[src/rtl/uart_extin_loader_if.sv]
// Write port from the serial loader into the pairing core's external input bank.
// The master drives one address/word pair with a single-cycle enable.
interface uart_extin_loader_if #(
  parameter int ADDR_W = 8,
  parameter int DATA_W = 304
);
  logic [ADDR_W-1:0] extin_addr;
  logic [DATA_W-1:0] extin_data;
  logic              extin_en;

  modport master (
    output extin_addr,
    output extin_data,
    output extin_en
  );

  modport slave (
    input extin_addr,
    input extin_data,
    input extin_en
  );
endinterface

[src/rtl/uart_extin_loader.sv]
// 8N1 UART frame loader: address byte + NBYTES data bytes -> one extin write.
// Define UART_EXTIN_LOADER_CHECKSUM_EN to require a trailing XOR checksum byte.
module uart_extin_loader #(
  parameter int CLKS_PER_BIT = 868,
  parameter int DATA_W       = 304,
  parameter int ADDR_W       = 8,
  parameter int TIMEOUT_BITS = 200
) (
  input  logic                clk,
  input  logic                rstn,
  input  logic                uart_rx_i,
  uart_extin_loader_if.master ext,
  output logic                busy,
  output logic                frame_err,
  output logic                chk_err
);

  localparam int NBYTES = (DATA_W + 7) / 8;
  localparam int SH_W   = NBYTES * 8;
  localparam int BW     = $clog2(CLKS_PER_BIT);
  localparam int TO_LIM = TIMEOUT_BITS * CLKS_PER_BIT;
  localparam int TW     = $clog2(TO_LIM + 1);

  localparam logic [BW-1:0] HALF = BW'(CLKS_PER_BIT / 2 - 1);
  localparam logic [BW-1:0] FULL = BW'(CLKS_PER_BIT - 1);

  typedef enum logic [1:0] {
    B_IDLE,
    B_START,
    B_DATA,
    B_STOP
  } bit_st_t;

  bit_st_t       st;
  logic          rx_q;
  logic          rx_s;
  logic          rx_d;
  logic [BW-1:0] baud_cnt;
  logic [2:0]    bit_idx;
  logic [7:0]    rx_sh;
  logic [7:0]    rx_byte;
  logic          byte_vld;

  logic              start_ok;
  logic              bit_idle;
  logic [5:0]        byte_cnt;
  logic [ADDR_W-1:0] addr_sh;
  logic [SH_W-1:0]   data_sh;
  logic [SH_W-1:0]   data_nxt;
  logic [TW-1:0]     to_cnt;
  logic              to_hit;

  // Bit receiver: mid-bit sampling of the synchronized line
  always_ff @(posedge clk) begin
    if (!rstn) begin
      rx_q      <= 1'b1;
      rx_s      <= 1'b1;
      rx_d      <= 1'b1;
      st        <= B_IDLE;
      baud_cnt  <= '0;
      bit_idx   <= '0;
      rx_sh     <= '0;
      rx_byte   <= '0;
      byte_vld  <= 1'b0;
      frame_err <= 1'b0;
    end else begin
      rx_q      <= uart_rx_i;
      rx_s      <= rx_q;
      rx_d      <= rx_s;
      byte_vld  <= 1'b0;
      frame_err <= 1'b0;
      unique case (st)
        B_IDLE: begin
          if (rx_d && !rx_s) begin
            baud_cnt <= HALF;
            st       <= B_START;
          end
        end
        B_START: begin
          if (baud_cnt != '0) begin
            baud_cnt <= baud_cnt - BW'(1);
          end else if (!rx_s) begin
            baud_cnt <= FULL;
            bit_idx  <= '0;
            st       <= B_DATA;
          end else begin
            st <= B_IDLE;
          end
        end
        B_DATA: begin
          if (baud_cnt != '0) begin
            baud_cnt <= baud_cnt - BW'(1);
          end else begin
            rx_sh    <= {rx_s, rx_sh[7:1]};
            baud_cnt <= FULL;
            bit_idx  <= bit_idx + 3'd1;
            if (bit_idx == 3'd7) st <= B_STOP;
          end
        end
        B_STOP: begin
          if (baud_cnt != '0) begin
            baud_cnt <= baud_cnt - BW'(1);
          end else begin
            if (rx_s) begin
              byte_vld <= 1'b1;
              rx_byte  <= rx_sh;
            end else begin
              frame_err <= 1'b1;
            end
            st <= B_IDLE;
          end
        end
        default: st <= B_IDLE;
      endcase
    end
  end

  assign start_ok = (st == B_START) && (baud_cnt == '0) && !rx_s;
  assign bit_idle = (st == B_IDLE);
  assign to_hit   = (byte_cnt != '0) && bit_idle &&
                    (to_cnt == TW'(TO_LIM - 1));

  // Data bytes arrive LSB first, so shifting down lands byte 1 at bit 0
  assign data_nxt = {rx_byte, data_sh[SH_W-1:8]};

`ifdef UART_EXTIN_LOADER_CHECKSUM_EN
  logic [7:0] xor_acc;
`else
  assign chk_err = 1'b0;
`endif

  always_ff @(posedge clk) begin
    if (!rstn) begin
      byte_cnt       <= '0;
      addr_sh        <= '0;
      data_sh        <= '0;
      to_cnt         <= '0;
      busy           <= 1'b0;
      ext.extin_en   <= 1'b0;
      ext.extin_addr <= '0;
      ext.extin_data <= '0;
`ifdef UART_EXTIN_LOADER_CHECKSUM_EN
      chk_err        <= 1'b0;
      xor_acc        <= '0;
`endif
    end else begin
      ext.extin_en <= 1'b0;
`ifdef UART_EXTIN_LOADER_CHECKSUM_EN
      chk_err      <= 1'b0;
`endif
      if (byte_cnt != '0 && bit_idle) to_cnt <= to_cnt + TW'(1);
      else                            to_cnt <= '0;
      if (start_ok && byte_cnt == '0) busy <= 1'b1;

      if (frame_err || to_hit) begin
        byte_cnt <= '0;
        busy     <= 1'b0;
        to_cnt   <= '0;
      end else if (byte_vld) begin
        if (byte_cnt == '0) begin
          addr_sh  <= ADDR_W'(rx_byte);
          byte_cnt <= 6'd1;
`ifdef UART_EXTIN_LOADER_CHECKSUM_EN
          xor_acc  <= rx_byte;
`endif
        end else if (byte_cnt <= 6'(NBYTES)) begin
          data_sh  <= data_nxt;
          byte_cnt <= byte_cnt + 6'd1;
`ifdef UART_EXTIN_LOADER_CHECKSUM_EN
          xor_acc  <= xor_acc ^ rx_byte;
`else
          if (byte_cnt == 6'(NBYTES)) begin
            ext.extin_addr <= addr_sh;
            ext.extin_data <= data_nxt[DATA_W-1:0];
            ext.extin_en   <= 1'b1;
            busy           <= 1'b0;
            byte_cnt       <= '0;
          end
`endif
        end
`ifdef UART_EXTIN_LOADER_CHECKSUM_EN
        else begin
          byte_cnt <= '0;
          busy     <= 1'b0;
          if (rx_byte == xor_acc) begin
            ext.extin_addr <= addr_sh;
            ext.extin_data <= data_sh[DATA_W-1:0];
            ext.extin_en   <= 1'b1;
          end else begin
            chk_err <= 1'b1;
          end
        end
`endif
      end
    end
  end

endmodule

[src/flat_wrapper.sv]
// flat-port wrapper written by rule: the top's interface ports become plain ports
module uart_extin_loader_flat 
#(
  parameter int CLKS_PER_BIT = 868,
  parameter int DATA_W       = 304,
  parameter int ADDR_W       = 8,
  parameter int TIMEOUT_BITS = 200
)
  (clk, rstn, uart_rx_i, busy, frame_err, chk_err, ext_extin_addr, ext_extin_data, ext_extin_en);
  uart_extin_loader_if #(.ADDR_W(ADDR_W), .DATA_W(DATA_W)) ext_i ();
  input  logic clk;
  input  logic rstn;
  input  logic uart_rx_i;
  output logic busy;
  output logic frame_err;
  output logic chk_err;
  output wire logic [$bits(ext_i.extin_addr)-1:0] ext_extin_addr;
  output wire logic [$bits(ext_i.extin_data)-1:0] ext_extin_data;
  output wire logic [$bits(ext_i.extin_en)-1:0] ext_extin_en;
  assign ext_extin_addr = ext_i.extin_addr;
  assign ext_extin_data = ext_i.extin_data;
  assign ext_extin_en = ext_i.extin_en;
  uart_extin_loader #(.CLKS_PER_BIT(CLKS_PER_BIT), .DATA_W(DATA_W), .ADDR_W(ADDR_W), .TIMEOUT_BITS(TIMEOUT_BITS)) u_core (.clk(clk), .rstn(rstn), .uart_rx_i(uart_rx_i), .ext(ext_i), .busy(busy), .frame_err(frame_err), .chk_err(chk_err));
endmodule
[config.mk]
export PLATFORM = sky130hd
export DESIGN_NAME = uart_extin_loader_flat
export DESIGN_NICKNAME = d
export VERILOG_FILES = /design/src/rtl/uart_extin_loader_if.sv /design/src/rtl/uart_extin_loader.sv /design/src/flat_wrapper.sv
export SDC_FILE = /design/constraint.sdc
export NUM_CORES = 1
export LEC_CHECK = 0
export ABC_AREA = 1
export ABC_CLOCK_PERIOD_IN_PS = 2550
export BUFFER_PORTS_ARGS = -buffer_cell sky130_fd_sc_hd__buf_4
export CAP_MARGIN = 20
export CORE_MARGIN = 3
export CORE_UTILIZATION = 58
export CTS_CLUSTER_SIZE = 16
export DETAILED_ROUTE_END_ITERATION = 6
export GPL_TIMING_DRIVEN = 0
export HOLD_SLACK_MARGIN = 0.06
export PLACE_DENSITY = 0.87
export SLEW_MARGIN = 25
export SYNTH_ARGS = -nofsm -noshare
export SYNTH_HDL_FRONTEND = slang
export SYNTH_SLANG_ARGS = --single-unit
[constraint.sdc]
create_clock -name clk -period 2.55 [get_ports clk]
set_clock_uncertainty 0.05 [all_clocks]
set_input_delay 0.1275 -clock clk [delete_from_list [all_inputs] [get_ports clk]]
set_output_delay 0.1275 -clock clk [all_outputs]
set_load 0.02 [all_outputs]
==> results.md <==
* Nets at 4,733
* Hold Violations, Final at 0
* DRC errors left at 0
* Crit path max-delay cell type: dfxtp_1
* Cell Chain, Critical Path: ha_1, nand2_1, nor2_2, nand3_1, nor2_1, nand3_2, nand4_4, buf_4, clkbuf_4, nand2_1, nand2_1, nor2_1
* Antenna violations before repair at 0
* Most common cell after layout, fill and taps aside: nand2_1
* GRT busiest layer: met2
* Final Max Tran Viols at 0
* Fillers at 3,806
* Design Area, Final at 0.0334 mm²
* Worst skew pair latency at 0.59 ns
* P_sw at 5010 µW
* Leak Pwr at 0.0198 µW
* Internal power at 16,700 µW
* Vias at 25,400
* FP Rows at 79
* Grt ovf at 0
* Area share of the largest cell type after synthesis at 48.4%
* Hold crit path type: in -> reg
* Total CTS buffers at 70
* IO Port Bufs at 316
* Area leader, netlist: dfxtp_1
* Max Cap Viol at 0
* Total Routing Usage GR at 27.1%
* Final wirelength at 71.0 mm
* Largest net degree at the start of global routing at 15
* Clock sinks at 678
* GR Layer Usage met1 at 35.7%
* DP Area at 0.0312 mm²
* ANT cells at 0
* Clock buffer depth at 3
* Switching share of power at 23.1%
* FMAX at 0.426 GHz
* Core ar. at 0.0471 mm²
* CP bufs+invs at 2
* Worst VDD drop at 0.623 mV
* Clock power frac at 44.7%
* Compound-Gate Fraction of Synth Area at 1.31%
* Crit-path most repeated cell: nand2_1
* Placer Congestion at 0.887
* Combinational power share at 5.8%
* Die Width at 226 µm
* Synth cell types at 36
* Crit Path Max Fanout at 10
* Crit path DAT at 2.77 ns
* Adder-cell area share of the yosys netlist at 0.491%
* Status: finished clean
* Setup ws final at 0.204 ns
* Slew HR at 42.6%
* Area of the multi-input gates at 0.0108 mm²
* Initial DRT Pass Iterations at 5
* Wire length per cell at 13.2 µm
* Pre-CTS setup slack at -0.163 ns
* Syn_area_per_cell at 6.48 µm²
* Setup CP Type: reg -> reg
* Multiplexer share of the synthesized area at 0%
* Register area at 0.0136 mm²
* Syn Inst Count at 4,329
* H-tree depth at 3
* Largest family of logic cells by synthesized area: simple AND/OR/NAND/NOR gates
* Commonest cells after routing, fill and taps aside: nand2_1 (1,305), nor2_1 (1,297), dfxtp_1 (678)
* Yosys warning total at 0
* CP startpoint kind: flop
* Area contributors post-synth: dfxtp_1 (48%), nand2_1 (17%), nor2_1 (17%)
* Tightest Pin Transition at 0.860 ns
* Vias in the first global route at 23,300
* GR Util met2 at 44.3%
* Post-synthesis sequential area ratio at 48.4%
* Starting Density at 59.5%
* Crit-path max cell delay at 0.40 ns
* Via-to-Cell Ratio at 4.74
* Clock transition at path regs at 0.06 ns
* DR iter-0 viols at 2,105
* Mapped Nets at 4,343
* #FFs+latches synth at 678
* Crit path max-delay family: simple AND/OR/NAND/NOR gates
* # setup viols final at 0
* # IOs at 319
* Minimum clock period at 2.35 ns
* CTS tree: done
* Period utilization at 92.0%
* PD cells at 651 mW/mm²
* Area Overhead vs Synth at 19.1%
* Flop pwr share at 49.5%
* Synth Cell Area at 0.0280 mm²
* Simple-gate share of the synthesized area at 36.2%
* Crit. End Element: flop
* Synth Area in XOR/XNOR at 0.344%
* First-pass GRT wire length at 113 mm
* DP HPWL at 49.7 mm
* DRT antenna net count at 0
* Post CTS Setup Buffer Count at 0
* M3 GR Usage at 5.11%
* Die ar. at 0.0510 mm²
* Share of cells above drive strength 1 at 11.8%
* CTS root buf: clkbuf_16
* CP Data Required Time at 2.98 ns
* Chip Height at 226 µm
layer usage:
layer	part of all wire [%]	vias up	wire (µm)
li1	-	13200	-
met1	44	11400	31500
met2	46	730	32500
met3	6.6	134	4720
met4	3.3	0	2310
met5	0	-	0
power groups by stage:
stage / registers [µW] / clock network, µW / logic (µW)
after CTS: 10800 / 9860 / 1240
after floorplan: 11000 / 0 / 952
final: 10800 / 9720 / 1250
after global routing: 10800 / 10300 / 1460
after global placement: 11000 / 0 / 1210
after detailed placement: 11000 / 0 / 1220
cell type report:
cell class | instances | share of cell area (%)
plain buffers | 212 | 3.64
clock buffers | 101 | 6.08
clock inverters | 9 | 0.315
inverters | 676 | 7.60
multi-input cells | 2763 | 32.3
flip-flops and latches | 678 | 40.7
well taps | 607 | 2.28
repair buffers | 318 | 7.17
state kept, by name, summed over array words and instances, names as in the netlist, 6 cells and up, named ones only:
name and cells:
u_core.addr_sh 8, u_core.baud_cnt 10, u_core.byte_cnt 6, u_core.data_sh 296
u_core.ext.extin_addr 8, u_core.ext.extin_data 304, u_core.rx_byte 8, u_core.rx_sh 8
u_core.to_cnt 18
path summary, 6_finish.rpt:
check / endpoint / startpoint / cells after the start / slack, ns
setup / recovery: u_core.ext.extin_data[84] / u_core.to_cnt[0] / 12 / 0.20
hold / removal: u_core.rx_q / uart_rx_i / 3 / 0.23
setup reg to reg: u_core.ext.extin_data[84] / u_core.to_cnt[0] / 12 / 0.20
hold reg to reg: u_core.rx_s / u_core.rx_q / 1 / 0.36
synth_stat cells:
cell	number
a211oi_1	1
a21oi_1	35
a31oi_1	1
and2_1	1
and3_1	1
buf_1	7
buf_2	88
buf_4	32
buf_6	19
clkbuf_1	66
clkinv_1	2
conb_1	1
dfxtp_1	678
ha_1	11
inv_1	671
inv_2	3
nand2_1	1305
nand3_1	37
nand3_2	1
nand4_1	6
nand4_2	2
nor2_1	1297
nor2_2	2
nor2_4	1
nor3_1	12
nor3b_1	1
nor4_1	1
o211ai_1	1
o21ai_0	29
o21ai_1	1
o21bai_1	1
o22ai_1	1
o31ai_1	1
or2_2	2
xnor2_1	6
xor2_1	5
repair_timing:
action | 4_1_cts | 5_1_grt
resized for setup | 0 | 21
endpoints found under the hold margin | 7 | 0
setup endpoints to repair | 0 | 362
hold buffers | 2 | 0
cell families (layout without fill, tap and decap cells):
logic type	after synthesis	in the layout
flip-flops	678	678
adder cells (fa/ha/maj)	11	11
AO/OA/AOI/OAI	71	71
other	1	1
buffers and inverters	888	1316
XOR/XNOR	11	11
AND/OR/NAND/NOR	2669	2669
worst min-delay path: stages:
cell and delay [ns]:
dlygate4sd3_1 0.53, buf_4 0.10, or2_2 0.09
per-stage QoR:
stage               setup TNS, ns  util (%)  instances  hold WS (ns)  total power (µW)
floorplan                       0         -       4329         0.184             11900
global placement            -1.16      66.1       5252         0.272             12200
detailed placement          -1.29      66.1       5252         0.275             12200
CTS                             0      70.7       5364         0.193             21900
global route             -0.00460      70.8       5364         0.226             22500
finish                          0      70.8       5364         0.229             21700
Power figures use the tool's default switching activity.
